`src/rtl/tns_tx_scheduler_pkg.sv`:
```
// Shared constants and types for the two-source TNS link scheduler.
// Widths follow the 12-bit, 4-group TNS encoder that consumes enc_data.
package tns_tx_scheduler_pkg;

    localparam int TNS_DATA_W    = 8;
    localparam int TNS_CODE_W    = 12;
    localparam int TNS_SEED_WORD = 0;

    localparam logic SRC_A = 1'b0;
    localparam logic SRC_B = 1'b1;

    typedef enum logic {
        ST_SEED = 1'b0,
        ST_RUN  = 1'b1
    } sched_state_e;

    typedef struct packed {
        logic valid;
        logic src;
    } tag_t;

    function automatic logic [3:0] burst_next(input logic [3:0] cnt, input logic [3:0] cap);
        return (cnt >= cap) ? cap : cnt + 4'd1;
    endfunction

endpackage

```
`src/rtl/tns_tx_scheduler_rr_arb2.sv`:
```
// Two-requester round-robin arbiter with a burst cap.
// The current owner keeps the grant under contention until it has taken MAX_BURST words.
module tns_rr_arb2
    import tns_tx_scheduler_pkg::*;
#(
    parameter int MAX_BURST = 4
) (
    input  logic       clock,
    input  logic       reset,
    input  logic       en,
    input  logic [1:0] req,
    output logic [1:0] gnt,
    output logic       gnt_id
);

    localparam logic [3:0] CAP = 4'(MAX_BURST);

    logic       rr_last_q, rr_last_d;
    logic [3:0] burst_q, burst_d;
    logic       hold_owner;

    // A zero count means no burst is in progress, so the other source wins.
    assign hold_owner = (burst_q != 4'd0) && (burst_q < CAP);

    always_comb begin
        gnt_id = rr_last_q;
        case (req)
            2'b01:   gnt_id = SRC_A;
            2'b10:   gnt_id = SRC_B;
            2'b11:   gnt_id = hold_owner ? rr_last_q : ~rr_last_q;
            default: gnt_id = rr_last_q;
        endcase
        gnt = 2'b00;
        if (en && (req != 2'b00)) begin
            gnt = (gnt_id == SRC_B) ? 2'b10 : 2'b01;
        end
    end

    always_comb begin
        rr_last_d = rr_last_q;
        burst_d   = burst_q;
        if (req == 2'b00) begin
            burst_d = 4'd0;
        end else if (gnt != 2'b00) begin
            burst_d   = (gnt_id == rr_last_q) ? burst_next(burst_q, CAP) : 4'd1;
            rr_last_d = gnt_id;
        end
    end

    always_ff @(posedge clock) begin
        if (reset) begin
            rr_last_q <= SRC_B;
            burst_q   <= 4'd0;
        end else begin
            rr_last_q <= rr_last_d;
            burst_q   <= burst_d;
        end
    end

endmodule

```
`src/rtl/tns_tx_scheduler.sv`:
```
// Schedules words from sources A and B onto one TNS-encoded link, seeding the
// encoder history after reset and emitting tags aligned with the registered codeword.
module tns_tx_scheduler
    import tns_tx_scheduler_pkg::*;
#(
    parameter int DATA_W    = TNS_DATA_W,
    parameter int MAX_BURST = 4,
    parameter int SEED_CYC  = 2,
    parameter int SEED_WORD = TNS_SEED_WORD
) (
    input  logic              clock,
    input  logic              reset,
    input  logic              a_valid,
    input  logic [DATA_W-1:0] a_data,
    output logic              a_ready,
    input  logic              b_valid,
    input  logic [DATA_W-1:0] b_data,
    output logic              b_ready,
    input  logic              link_ready,
    output logic [DATA_W-1:0] enc_data,
    output logic              code_valid,
    output logic              code_src,
    output logic              busy_seed
);

    localparam int SEED_CW = (SEED_CYC > 1) ? $clog2(SEED_CYC) : 1;

    sched_state_e      state_q, state_d;
    logic [SEED_CW-1:0] seed_cnt_q, seed_cnt_d;
    logic [DATA_W-1:0] enc_data_q, enc_data_d;
    tag_t              tag1_q, tag1_d, tag2_q;
    logic [1:0]        gnt;
    logic              gnt_id;
    logic              arb_en;

    // Never grant while reset is asserted, even if the state register still says RUN.
    assign arb_en = (state_q == ST_RUN) && link_ready && !reset;

    tns_rr_arb2 #(
        .MAX_BURST(MAX_BURST)
    ) u_arb (
        .clock  (clock),
        .reset  (reset),
        .en     (arb_en),
        .req    ({b_valid, a_valid}),
        .gnt    (gnt),
        .gnt_id (gnt_id)
    );

    always_comb begin
        state_d    = state_q;
        seed_cnt_d = seed_cnt_q;
        enc_data_d = enc_data_q;
        tag1_d     = '{valid: 1'b0, src: SRC_A};
        case (state_q)
            ST_SEED: begin
                enc_data_d = DATA_W'(SEED_WORD);
                seed_cnt_d = seed_cnt_q + 1'b1;
                if (seed_cnt_q == SEED_CW'(SEED_CYC - 1)) begin
                    state_d    = ST_RUN;
                    seed_cnt_d = '0;
                end
            end
            ST_RUN: begin
                // Without an accept enc_data holds, so the link sees no toggles.
                if (gnt != 2'b00) begin
                    enc_data_d = (gnt_id == SRC_B) ? b_data : a_data;
                    tag1_d     = '{valid: 1'b1, src: gnt_id};
                end
            end
            default: state_d = ST_SEED;
        endcase
    end

    always_ff @(posedge clock) begin
        if (reset) begin
            state_q    <= ST_SEED;
            seed_cnt_q <= '0;
            enc_data_q <= DATA_W'(SEED_WORD);
            tag1_q     <= '0;
            tag2_q     <= '0;
        end else begin
            state_q    <= state_d;
            seed_cnt_q <= seed_cnt_d;
            enc_data_q <= enc_data_d;
            tag1_q     <= tag1_d;
            tag2_q     <= tag1_q;
        end
    end

    assign a_ready    = gnt[0];
    assign b_ready    = gnt[1];
    assign enc_data   = enc_data_q;
    assign code_valid = tag2_q.valid;
    assign code_src   = tag2_q.src;
    assign busy_seed  = (state_q == ST_SEED);

endmodule

```
`config.mk`:
```
export PLATFORM = sky130hd
export DESIGN_NAME = tns_tx_scheduler
export DESIGN_NICKNAME = d
export VERILOG_FILES = /design/src/rtl/tns_tx_scheduler_pkg.sv /design/src/rtl/tns_tx_scheduler_rr_arb2.sv /design/src/rtl/tns_tx_scheduler.sv
export SDC_FILE = /design/constraint.sdc
export NUM_CORES = 1
export LEC_CHECK = 0
export CORE_UTILIZATION = 38
export DETAILED_ROUTE_END_ITERATION = 16
export GPL_ROUTABILITY_DRIVEN = 0
export PLACE_DENSITY = 0.74
export SLEW_MARGIN = 20
export SYNTH_ARGS = -nofsm -noshare
export SYNTH_HDL_FRONTEND = slang
export SYNTH_SLANG_ARGS = --single-unit
```
`constraint.sdc`:
```
create_clock -name clock -period 1.7 [get_ports clock]
set_input_delay 0.17 -clock clock [delete_from_list [all_inputs] [get_ports clock]]
set_output_delay 0.17 -clock clock [all_outputs]
set_load 0.01 [all_outputs]
```
Word level (Yosys, flattened, before mapping):

Cells that the tools add are included.

* logic and storage cells: 48
* output and inout port bits: 13
* bits of input ports: 21
* bits in registers: 19

* eq/ne operators: 5
* bitwise gates (word level): 4
* reductions and logical operators: 13
* muxes and demuxes: 13
* add/subtract/negate cells: 2
* $lt $le $gt $ge: 2

Operators with widths (count)
* 8-bit two-way mux: 2
* 8-bit one-hot mux with 2 select lines: 1
* 4-bit two-way mux: 2
* 2-bit two-way mux: 3
* 4-bit by 1-bit adder with 4-bit output (second input constant): 1
* 2-bit equality test (second input constant): 2
* 4-bit by 3-bit >= comparator with 1-bit output (second input constant): 1
* 1-bit logical AND: 4
* 4-bit by 3-bit less-than comparator with 1-bit output (second input constant): 1
* 1-bit two-way mux: 4
* 1-bit NOT: 4
* 2-bit nonzero test: 2
* 4-bit nonzero test: 1
* 2-bit OR reduction: 2
* 1-bit one-hot mux with 3 select lines: 1
* 3-bit OR reduction: 1
* 2-bit by 1-bit equality test with 1-bit output (second input constant): 1
* 2-bit logical NOT: 1
* 2-bit by 1-bit != test with 1-bit output (second input constant): 1
* 2-bit AND reduction: 1
* 1-bit adder (second input constant): 1
* 1-bit equality test: 1
* 1-bit logical NOT: 1

Logic depth before layout (Yosys ltp):

Gate-level depths: netlist of the first run.

* word-level depth: 9
* mapped depth: 7
* mapped depth without buffers: 6

Modules after synthesis:

A second synthesis of the first run with hierarchy kept.

* cells, all modules: 99
* area, all modules: 915.9 um^2

By module, submodules not included
* tns_tx_scheduler: sequential area each 280.3 um^2, cells each 54, area an instance 556.8 um^2, times used 1
* tns_rr_arb2: sequential area each 100.1 um^2, cells each 45, area an instance 359.1 um^2, times used 1

Worst setup path after synthesis of the first run:

No wires, ideal clock.

* kind: register to output
* start: register u_arb.burst_q[0]
* end: output port b_ready
* slack: -0.196 ns
* arrival: 1.726 ns
* buffers on the path: 1
* required time: 1.530 ns
* stages on the path, launching flop included: 7
* cells stage by stage: dfxtp_1 > inv_1 > ha_1 > or4b_1 > and3_1 > buf_2 > nor3_1

* word-level cells in the longest chain between the ends: 6
* elaborated cells between the ends (all ways): 7
* classes of those cells: order compare: 1; mux: 4; reduce/logical: 2

Ends and longest elaborated chain
* from (decl): line tns_tx_scheduler_rr_arb2.sv:19 `logic [3:0] burst_q, burst_d;`
* from (signal assigned): line tns_tx_scheduler_rr_arb2.sv:56 `burst_q <= burst_d;`
* 4-bit by 3-bit less-than comparator with 1-bit output / 4-bit nonzero test (equally long branches): line tns_tx_scheduler_rr_arb2.sv:23 `assign hold_owner = (burst_q != 4'd0) && (burst_q < CAP);`
* 1-bit logical AND (*): line tns_tx_scheduler_rr_arb2.sv:23
* 1-bit two-way mux (*): line tns_tx_scheduler_rr_arb2.sv:30 `2'b11: gnt_id = hold_owner ? rr_last_q : ~rr_last_q;`
* 1-bit one-hot mux with 3 select lines (*): line tns_tx_scheduler_rr_arb2.sv:27 `case (req)`
* 2-bit two-way mux (*): line tns_tx_scheduler_rr_arb2.sv:35 `gnt = (gnt_id == SRC_B) ? 2'b10 : 2'b01;`
* 2-bit two-way mux (*): line tns_tx_scheduler_rr_arb2.sv:34 `if (en && (req != 2'b00)) begin`
* to (decl): line tns_tx_scheduler.sv:18 `output logic b_ready,`

Mark *: on every way between the ends. The rest lies on a longest branch, timed or not.

Final worst setup path of the first run:

Ends and elaborated chain as after synthesis.

==> metrics.txt, run 1 <==
status=finished with violations; failing checks=setup timing; Top Ports=34; Avg WL per Cell=13.9 µm; core area=2060 µm²; final core utilization=about three quarters; yosys warns=0; Final Cycle Share=117%; Congestion Overflow GR=0; via count=950; initial antenna violation count=0; share of layout cells above drive strength 1=about a third; Crit path arrival time=between 1500 and 2000 ps; DP HPWL=1920 µm; Slew Limit Fails=0; CTS clock-pin slew for the worst setup and hold paths=120 ps; FILL cells=155; row count=16; Slew @ Worst Pin=between 400 and 500 ps; Netlist Area Pre-Place=873 µm²; CTS Hold Buffers Added=0; crit path launch type=flip-flop; Multi-input gate area=542 µm²; gr usage total=21.6%; post-synthesis sequential area ratio=43.6%; port buffer count=33; Final min period=1990 ps; Die Height=49.9 µm; width of the die=around 50 µm; Max Fclk=0.503 GHz; WP data required=1530 ps; ys flop type=dfxtp_1; Num CTS Buffers=3; crit-path max FO=2; largest net degree at the start of global routing=12; Pleak=0.000594 µW; TritonRoute pass-1 iters=4; Synth Net Count=126; Worst path top cell family by delay=simple AND/OR/NAND/NOR gates; Seq. cell area=383 µm²; peak supply drop=426 µV; min-delay worst type=flip-flop to flip-flop; Routed WL=~2600 µm; Post-synth EDFFs=0; Final ANT Viol Nets=0; Mapped Cells=103; vias in the first global route=925; RSZ-0062 raised after global routing=yes; Layout area overhead=76.9%; Starting Density=between 40 and 50%; pre-CTS WS=-509 ps; Sink Count=19; DRC errors left=0; setup TNS=-2660 ps; critical path class=flip-flop to primary output; WP buf/inv=3; # setup viols final=15; power density cells=698 nW/µm²; Clk Latency, worst-skew pair=300 ps; setup slack after layout=-289 ps; Synth Area per Inst=8.48 µm²; FF+latch count, synth=19; Max Root-Sink Buffers=2; normalized max-slew margin=70.4%; total chip power=1080 µW; DRT iter0 DRCs=11; max cap viols=0; CTS tree=yes; Final nets=182; CP cell instances=inv_2 > ha_4 > or4b_4 > buf_6 > a21oi_4 > nor3_4 > buf_2; Netlist cell types=28; die area=2490 µm²; Final Hold Violating Endpoints=0; slowest cell on the critical path=or4b_4; Root Driver=clkbuf_4; Setup crit end kind=primary output; H-tree lvl count=1; Clock Skews=7.42 ps; FFs w/ async S/R, synth=0%; Critical Path Max Stage Delay=a little under 500 ps; first-pass GRT wire length=4090 µm; number of diodes=0; vias per cell=5.14
==> Yosys cell counts, types with 3 or more instances <==
| library cell | instances | share of area [%] |
|---|---|---|
| a21oi_1 | 9 | 5.2 |
| a31oi_1 | 3 | 2.1 |
| clkbuf_1 | 3 | 1.3 |
| dfxtp_1 | 19 | 44 |
| inv_1 | 12 | 5.2 |
| nand2_1 | 4 | 1.7 |
| nor2_1 | 8 | 3.4 |
| nor3_1 | 12 | 6.9 |
| o32ai_1 | 8 | 8.0 |
==> placed cells by master (no fill, tap or decap), drive strengths merged <==
master         count
a21boi             2
a21o               1
xor2               1
or4b               2
or2                1
a21oi             10
nand2              4
dfxtp             19
buf               25
o32ai              8
nor3              12
clkinv             1
inv               12
and3               2
nand3b             1
nor2               8
clkbuf             3
o311a              1
clkdlybuf4s50     31
o211ai             1
ha                 2
o21ai              2
nand3              3
a31oi              3
nor2b              2
nand2b             1
==> stage by stage <==
stage | instance area (µm²) | cells | hold WS, ps
2_1_floorplan | 962 | 103 | 242
3_3_place_gp | 1450 | 180 | 420
3_5_place_dp | 1450 | 180 | 426
4_1_cts | 1500 | 185 | 455
5_1_grt | 1550 | 185 | 461
6_report | 1550 | 185 | 450
==> kinds of logic after synthesis <==
kind of cell	after synthesis	share of synthesized area [%]
AOI/OAI and AO/OA	28	22.1
and+or+nand+nor	36	22.2
buffers and inverters	17	8.31
DFF	19	43.6
adders and majority gates	2	2.86
xor gates and xnor gates	1	1.00
==> what timing repair did <==
item | 4_1_cts | 5_1_grt
endpoints found under the setup margin | 15 | 15
buffers inserted | 3 | 1
pin swaps | 4 | 5
resized for setup | 14 | 5
==> registers in the layout, indices dropped and copies added, names as in the netlist <==
signal and count:
enc_data 8, u_arb.burst_q 4, tag1_q 2, code_src 1
code_valid 1, seed_cnt_q 1, state_q 1, u_arb.rr_last_q 1
==> where the power goes <==
| group | switching, µW | internal, µW | total, µW | leakage [µW] |
|---|---|---|---|---|
| sequential | 13.5 | 471 | 484 | 0.000155 |
| clock | 147 | 87.4 | 235 | 0.0000177 |
| combinational | 169 | 191 | 360 | 0.000421 |
| total | 330 | 749 | 1080 | 0.000594 |
==> metal layers <==
layer / up-vias / routed length, µm / GRT usage [%]
met2: 16 / 1360 / 38.7
met4: 0 / 20 / 7.14
met3: 2 / 54 / 2.16
li1: 478 / - / -
met5: - / 0 / 0
met1: 454 / 1150 / 26.6
==> cell type report <==
class                           count  area share (%)
Sequential cell                    19            24.8
Clock buffer                        3            1.46
Inverter                           12            2.91
Tap cell                           27            2.19
Clock inverter                      1           0.324
Multi-Input combinational cell     67            35.1
Timing Repair Buffer               56            33.3
==> path summary, 6_finish.rpt <==
kind                                               startpoint                             to  slack, ps  cells after the start
worst max-delay path            u_arb.burst_q[0]$_SDFFE_PP0P_                        b_ready       -290                      7
worst min-delay path                     tag1_q[0]$_SDFF_PP0_            code_src$_SDFF_PP0_        450                      1
worst max register to register  u_arb.burst_q[0]$_SDFFE_PP0P_  u_arb.burst_q[0]$_SDFFE_PP0P_       -270                      8
worst min register to register           tag1_q[0]$_SDFF_PP0_            code_src$_SDFF_PP0_        450                      1
(Power assumes the default switching activity.)
==> run 2, diff against run 1 <==
MAX_ROUTING_LAYER = met4   (was not set)
SLEW_MARGIN = 10   (was 20)
==> run 2 against run 1 <==
Clock skew hardly changed. The run still ends with setup timing left. Combinational power hardly changed. Critical path depth stayed put. Highest routed layer unchanged. Maximum frequency hardly changed. Global-route usage is 0.60 points higher. Cell area stayed put. Sequential cell count stayed put. Largest power group unchanged. Register-to-register slack hardly changed. Critical path type unchanged.
==> metrics.txt, run 2 (same netlist as run 1, synthesis figures left out) <==
CTS clock-pin slew for the worst setup and hold paths=120 ps (about the same); vias per cell=5.14 (unchanged); Pleak=0.000594 µW (unchanged); die area=2490 µm² (unchanged); Hold Crit Depth=1 (unchanged); Final Hold Violating Endpoints=0 (unchanged); R2R depth=8 (unchanged); Setup crit end kind=primary output; status=finished with violations; DP HPWL=1920 µm (unchanged); port buffer count=33 (unchanged); commonest cells after routing, fill and taps aside=31 x clkdlybuf4s50_1, 20 x buf_4, 17 x dfxtp_1, 11 x nor3_1, 10 x inv_1; Root Driver=clkbuf_4; Final min period=1990 ps (-0.0780 ps); total chip power=1080 µW (about the same); Crit path arrival time=1820 ps (about the same); via count=950 (unchanged); Clk Latency, worst-skew pair=300 ps (about the same); # setup viols final=15 (unchanged); Clock Skews=7.56 ps (+0.149 ps); CTS tree=yes; setup TNS=-2660 ps (-0.130 ps); Final nets=182 (unchanged); commonest non-fill, non-tap cell in the layout=clkdlybuf4s50_1; Top Ports=34 (unchanged); gr usage total=22.2% (+0.60 points); crit path launch type=flip-flop; WP data required=1530 ps (about the same); critical path class=flip-flop to primary output; DRC errors left=0 (unchanged); H-tree lvl count=1 (unchanged); core area=2060 µm² (unchanged); DRT iter0 DRCs=11 (unchanged); Slew @ Worst Pin=441 ps (-1.88 ps); Congestion Overflow GR=0 (unchanged); Largest register FFs=8 (unchanged); Sink Count=19 (unchanged); Layout area overhead=76.9% (unchanged); Max Root-Sink Buffers=2 (unchanged); RSZ-0062 raised after global routing=yes; min-delay worst type=flip-flop to flip-flop; vias in the first global route=926 (+0.11%); first-pass GRT wire length=4090 µm (unchanged); TritonRoute pass-1 iters=4 (unchanged); setup slack after layout=-289 ps (+0.0780 ps); power density cells=698 nW/µm² (about the same); crit-path max FO=2 (unchanged); Die Height=49.9 µm (unchanged); Max Fclk=0.503 GHz (about the same); Num CTS Buffers=3 (unchanged); Starting Density=42.4% (unchanged); width of the die=49.9 µm (unchanged); Routed WL=2580 µm (about the same); Avg WL per Cell=13.9 µm (about the same); Slew Limit Fails=0 (unchanged); max cap viols=0 (unchanged); Final ANT Viol Nets=0 (unchanged); peak supply drop=426 µV (about the same); initial antenna violation count=0 (unchanged); row count=16 (unchanged); number of diodes=0 (unchanged); failing checks=setup timing; normalized max-slew margin=70.5% (+0.13 points); Final Cycle Share=117% (about the same); share of layout cells above drive strength 1=34.2% (unchanged); largest net degree at the start of global routing=12 (unchanged)
run 2: cell counts in the layout (fill, tap and decap cells not counted):
No cell type changed its count.
run 2: critical path, cell delays in order (launching register included):
cell	delay, ps
dfxtp_2	350
inv_2	50
ha_4	150
or4b_4	490
buf_6	140
a21oi_4	160
nor3_4	40
buf_2	140
run 2: path summary, 6_finish.rpt:
check                                      from                       endpoint  slack [ps]
hold reg to reg            tag1_q[0]$_SDFF_PP0_            code_src$_SDFF_PP0_         450
setup / recovery  u_arb.burst_q[0]$_SDFFE_PP0P_                        b_ready        -290
hold / removal             tag1_q[0]$_SDFF_PP0_            code_src$_SDFF_PP0_         450
setup reg to reg  u_arb.burst_q[0]$_SDFFE_PP0P_  u_arb.burst_q[0]$_SDFFE_PP0P_        -270
run 2: layout make-up:
type	count	area (µm²)
Multi-Input combinational cell	67	542
Clock buffer	3	22.5
Clock inverter	1	5.00
Timing Repair Buffer	56	514
Tap cell	27	33.8
Fill cell	155	517
Sequential cell	19	383
Inverter	12	45.0
run 2: timing repair:
| action | in CTS | in global routing |
|---|---|---|
| resized for setup | 14 | 5 |
| gates cloned | 0 | 0 |
| setup buffers | 3 | 1 |
| setup endpoints to repair | 15 | 15 |
| hold buffers | 0 | 0 |
| pin swaps | 4 | 5 |
run 2: power by group:
group,leakage [µW],switching [µW],internal (µW)
Clock,0.0000177,147,87.4
Combinational,0.000421,169,191
Sequential,0.000155,13.5,471
run 2: routing by layer:
metal  track usage [%]  vias to the layer above  wire length [µm]
met1              26.8                      454              1150
met4              7.14                        0                20
met3              1.85                        2                48
met5                 -                        -                 0
met2              38.7                       16              1360
li1                  -                      478                 -
run 2: stage by stage:
stage	setup WS (ps)	hold WS, ps	std cells	instance area, µm²	util [%]
6_report	-289	450	185	1550	74.9
4_1_cts	-314	455	185	1500	72.9
3_5_place_dp	-509	426	180	1450	70.5
3_3_place_gp	-509	420	180	1450	70.5
5_1_grt	-347	461	185	1550	74.9
2_1_floorplan	-34.9	242	103	962	-
==> run 3, diff against run 2 <==
HOLD_SLACK_MARGIN = 0.05   (was not set)
SKIP_CTS_REPAIR_TIMING = 1   (was not set)
==> run 3 against run 2 <==
The flow still finishes with violations (setup timing). Sequential power is essentially flat. Via count unchanged. Combinational power decreased by 4%. Count of clock-buffer cells in the layout unchanged. Global-route usage is 0.13 points lower. Sequential cell count is the same. Worst hold slack worse by 0.58 ps. Core utilization fell by 1.8 points. Power fell by 1.4%. Clock power barely moved. Setup slack worse by 13 ps.
==> metrics.txt, run 3 (same netlist as run 1, synthesis figures left out) <==
# setup viols final=14 (-1); via count=950 (unchanged); number of diodes=0 (unchanged); critical path class=flip-flop to primary output; Avg WL per Cell=13.3 µm (-4.3%); normalized max-slew margin=74.9% (+4.4 points); H-tree lvl count=1 (unchanged); smallest hold slack=449 ps (-0.577 ps); commonest cells after routing, fill and taps aside=31 x clkdlybuf4s50_1, 19 x buf_4, 17 x dfxtp_1, 11 x nor3_1, 10 x inv_1; Max Root-Sink Buffers=2 (unchanged); TritonRoute pass-1 iters=4 (unchanged); power density cells=705 nW/µm² (+0.93%); crit path launch type=flip-flop; Reg2Reg Setup Slack=-280 ps (about the same); Routed met1 length=1110 µm (-3.1%); met3 routed WL=40 µm (-17%); width of the die=49.9 µm (unchanged); Final ANT Viol Nets=0 (unchanged); pre-CTS WS=-509 ps (unchanged); first-pass GRT wire length=4090 µm (unchanged); Final Hold Violating Endpoints=0 (unchanged); WP data required=1530 ps (about the same); Slew Limit Fails=0 (unchanged); DRT iter0 DRCs=15 (+4); Max Fclk=0.500 GHz (-0.64%); Critical Path Max Stage Delay=490 ps (about the same); Max Used Layer=met4; min-delay worst type=flip-flop to flip-flop; port buffer count=33 (unchanged); Setup crit end kind=primary output; failing checks=setup timing; status=finished with violations; Sink Count=19 (unchanged); Worst path top cell family by delay=simple AND/OR/NAND/NOR gates; Congestion Overflow GR=0 (unchanged); Clock Skews=4.51 ps (-3.06 ps); Met2 Wirelength=1280 µm (-6.0%); Slew @ Worst Pin=375 ps (-66.0 ps); max cap viols=0 (unchanged); peak supply drop=428 µV (+0.67%); Final Cycle Share=118% (+0.76 points); row count=16 (unchanged); Top Ports=34 (unchanged); vias in the first global route=942 (+1.7%); crit-path max FO=2 (unchanged); initial antenna violation count=0 (unchanged); vias per cell=5.16 (+0.54%); Routed WL=2450 µm (-4.8%); total chip power=1060 µW (-1.4%); WP buf/inv=3 (unchanged); Starting Density=42.4% (unchanged); core area=2060 µm² (unchanged); largest net degree at the start of global routing=12 (unchanged); DRC errors left=0 (unchanged); Root Driver=clkbuf_4; setup TNS=-2810 ps (-154 ps); CP cell instances=inv_2 > ha_4 > or4b_4 > buf_6 > a21oi_4 > nor3_4 > buf_2; Die Height=49.9 µm (unchanged); Clk Latency, worst-skew pair=290 ps (about the same); setup slack after layout=-302 ps (-12.9 ps); RSZ-0062 raised after global routing=yes; share of layout cells above drive strength 1=31.8% (-2.3 points); slowest cell on the critical path=or4b_4; Pleak=0.000580 µW (-2.3%); CTS tree=yes; Final nets=181 (-0.55%); Layout area overhead=72.8%; final core utilization=73.2% (-1.8 points); Crit path arrival time=1830 ps (about the same); gr usage total=22.1% (-0.13 points); CTS clock-pin slew for the worst setup and hold paths=120 ps (about the same); commonest non-fill, non-tap cell in the layout=clkdlybuf4s50_1; DP HPWL=1920 µm (unchanged); die area=2490 µm² (unchanged); Num CTS Buffers=3 (unchanged); Final min period=2000 ps (+12.9 ps); Largest register FFs=8 (unchanged)
-- run 3: cell count changes in the layout (fill, tap and decap cells not counted) --
| cell | delta |
|---|---|
| clkbuf_2 | +1 |
| buf_6 | -1 |
| buf_4 | -1 |
| o32ai_2 | -3 |
| o32ai_1 | +3 |
-- run 3: worst paths after layout --
kind / start / end / cells after the start
min: tag1_q[0]$_SDFF_PP0_ / code_src$_SDFF_PP0_ / 1
max reg2reg: u_arb.burst_q[0]$_SDFFE_PP0P_ / u_arb.burst_q[0]$_SDFFE_PP0P_ / 8
min reg2reg: tag1_q[0]$_SDFF_PP0_ / code_src$_SDFF_PP0_ / 1
max: u_arb.burst_q[0]$_SDFFE_PP0P_ / b_ready / 7
-- run 3: area by class of cell --
class / count / area [µm²]
sequential: 19 / 383
multi-input combinational: 67 / 519
clock buffer: 3 / 22.5
timing repair buffer: 55 / 500
inverter: 12 / 45.0
tap: 27 / 33.8
clock inverter: 1 / 5.00
fill: 160 / 553
-- run 3: metrics by stage --
| step | cell area, µm² | instances |
|---|---|---|
| 3_3_place_gp | 1450 | 180 |
| 6_report | 1510 | 184 |
| 3_5_place_dp | 1450 | 180 |
| 4_1_cts | 1480 | 184 |
| 2_1_floorplan | 962 | 103 |
| 5_1_grt | 1510 | 184 |
-- run 3: routing by layer --
layer  vias up  track usage [%]
li1        475                -
met1       457             25.7
met2        16             39.6
met3         2             1.85
met4         0             7.14
met5         -                -
-- run 3: power breakdown --
group	switching (µW)	total (µW)	internal, µW
registers	13.4	484	471
logic	161	346	185
clock network	145	233	87.4
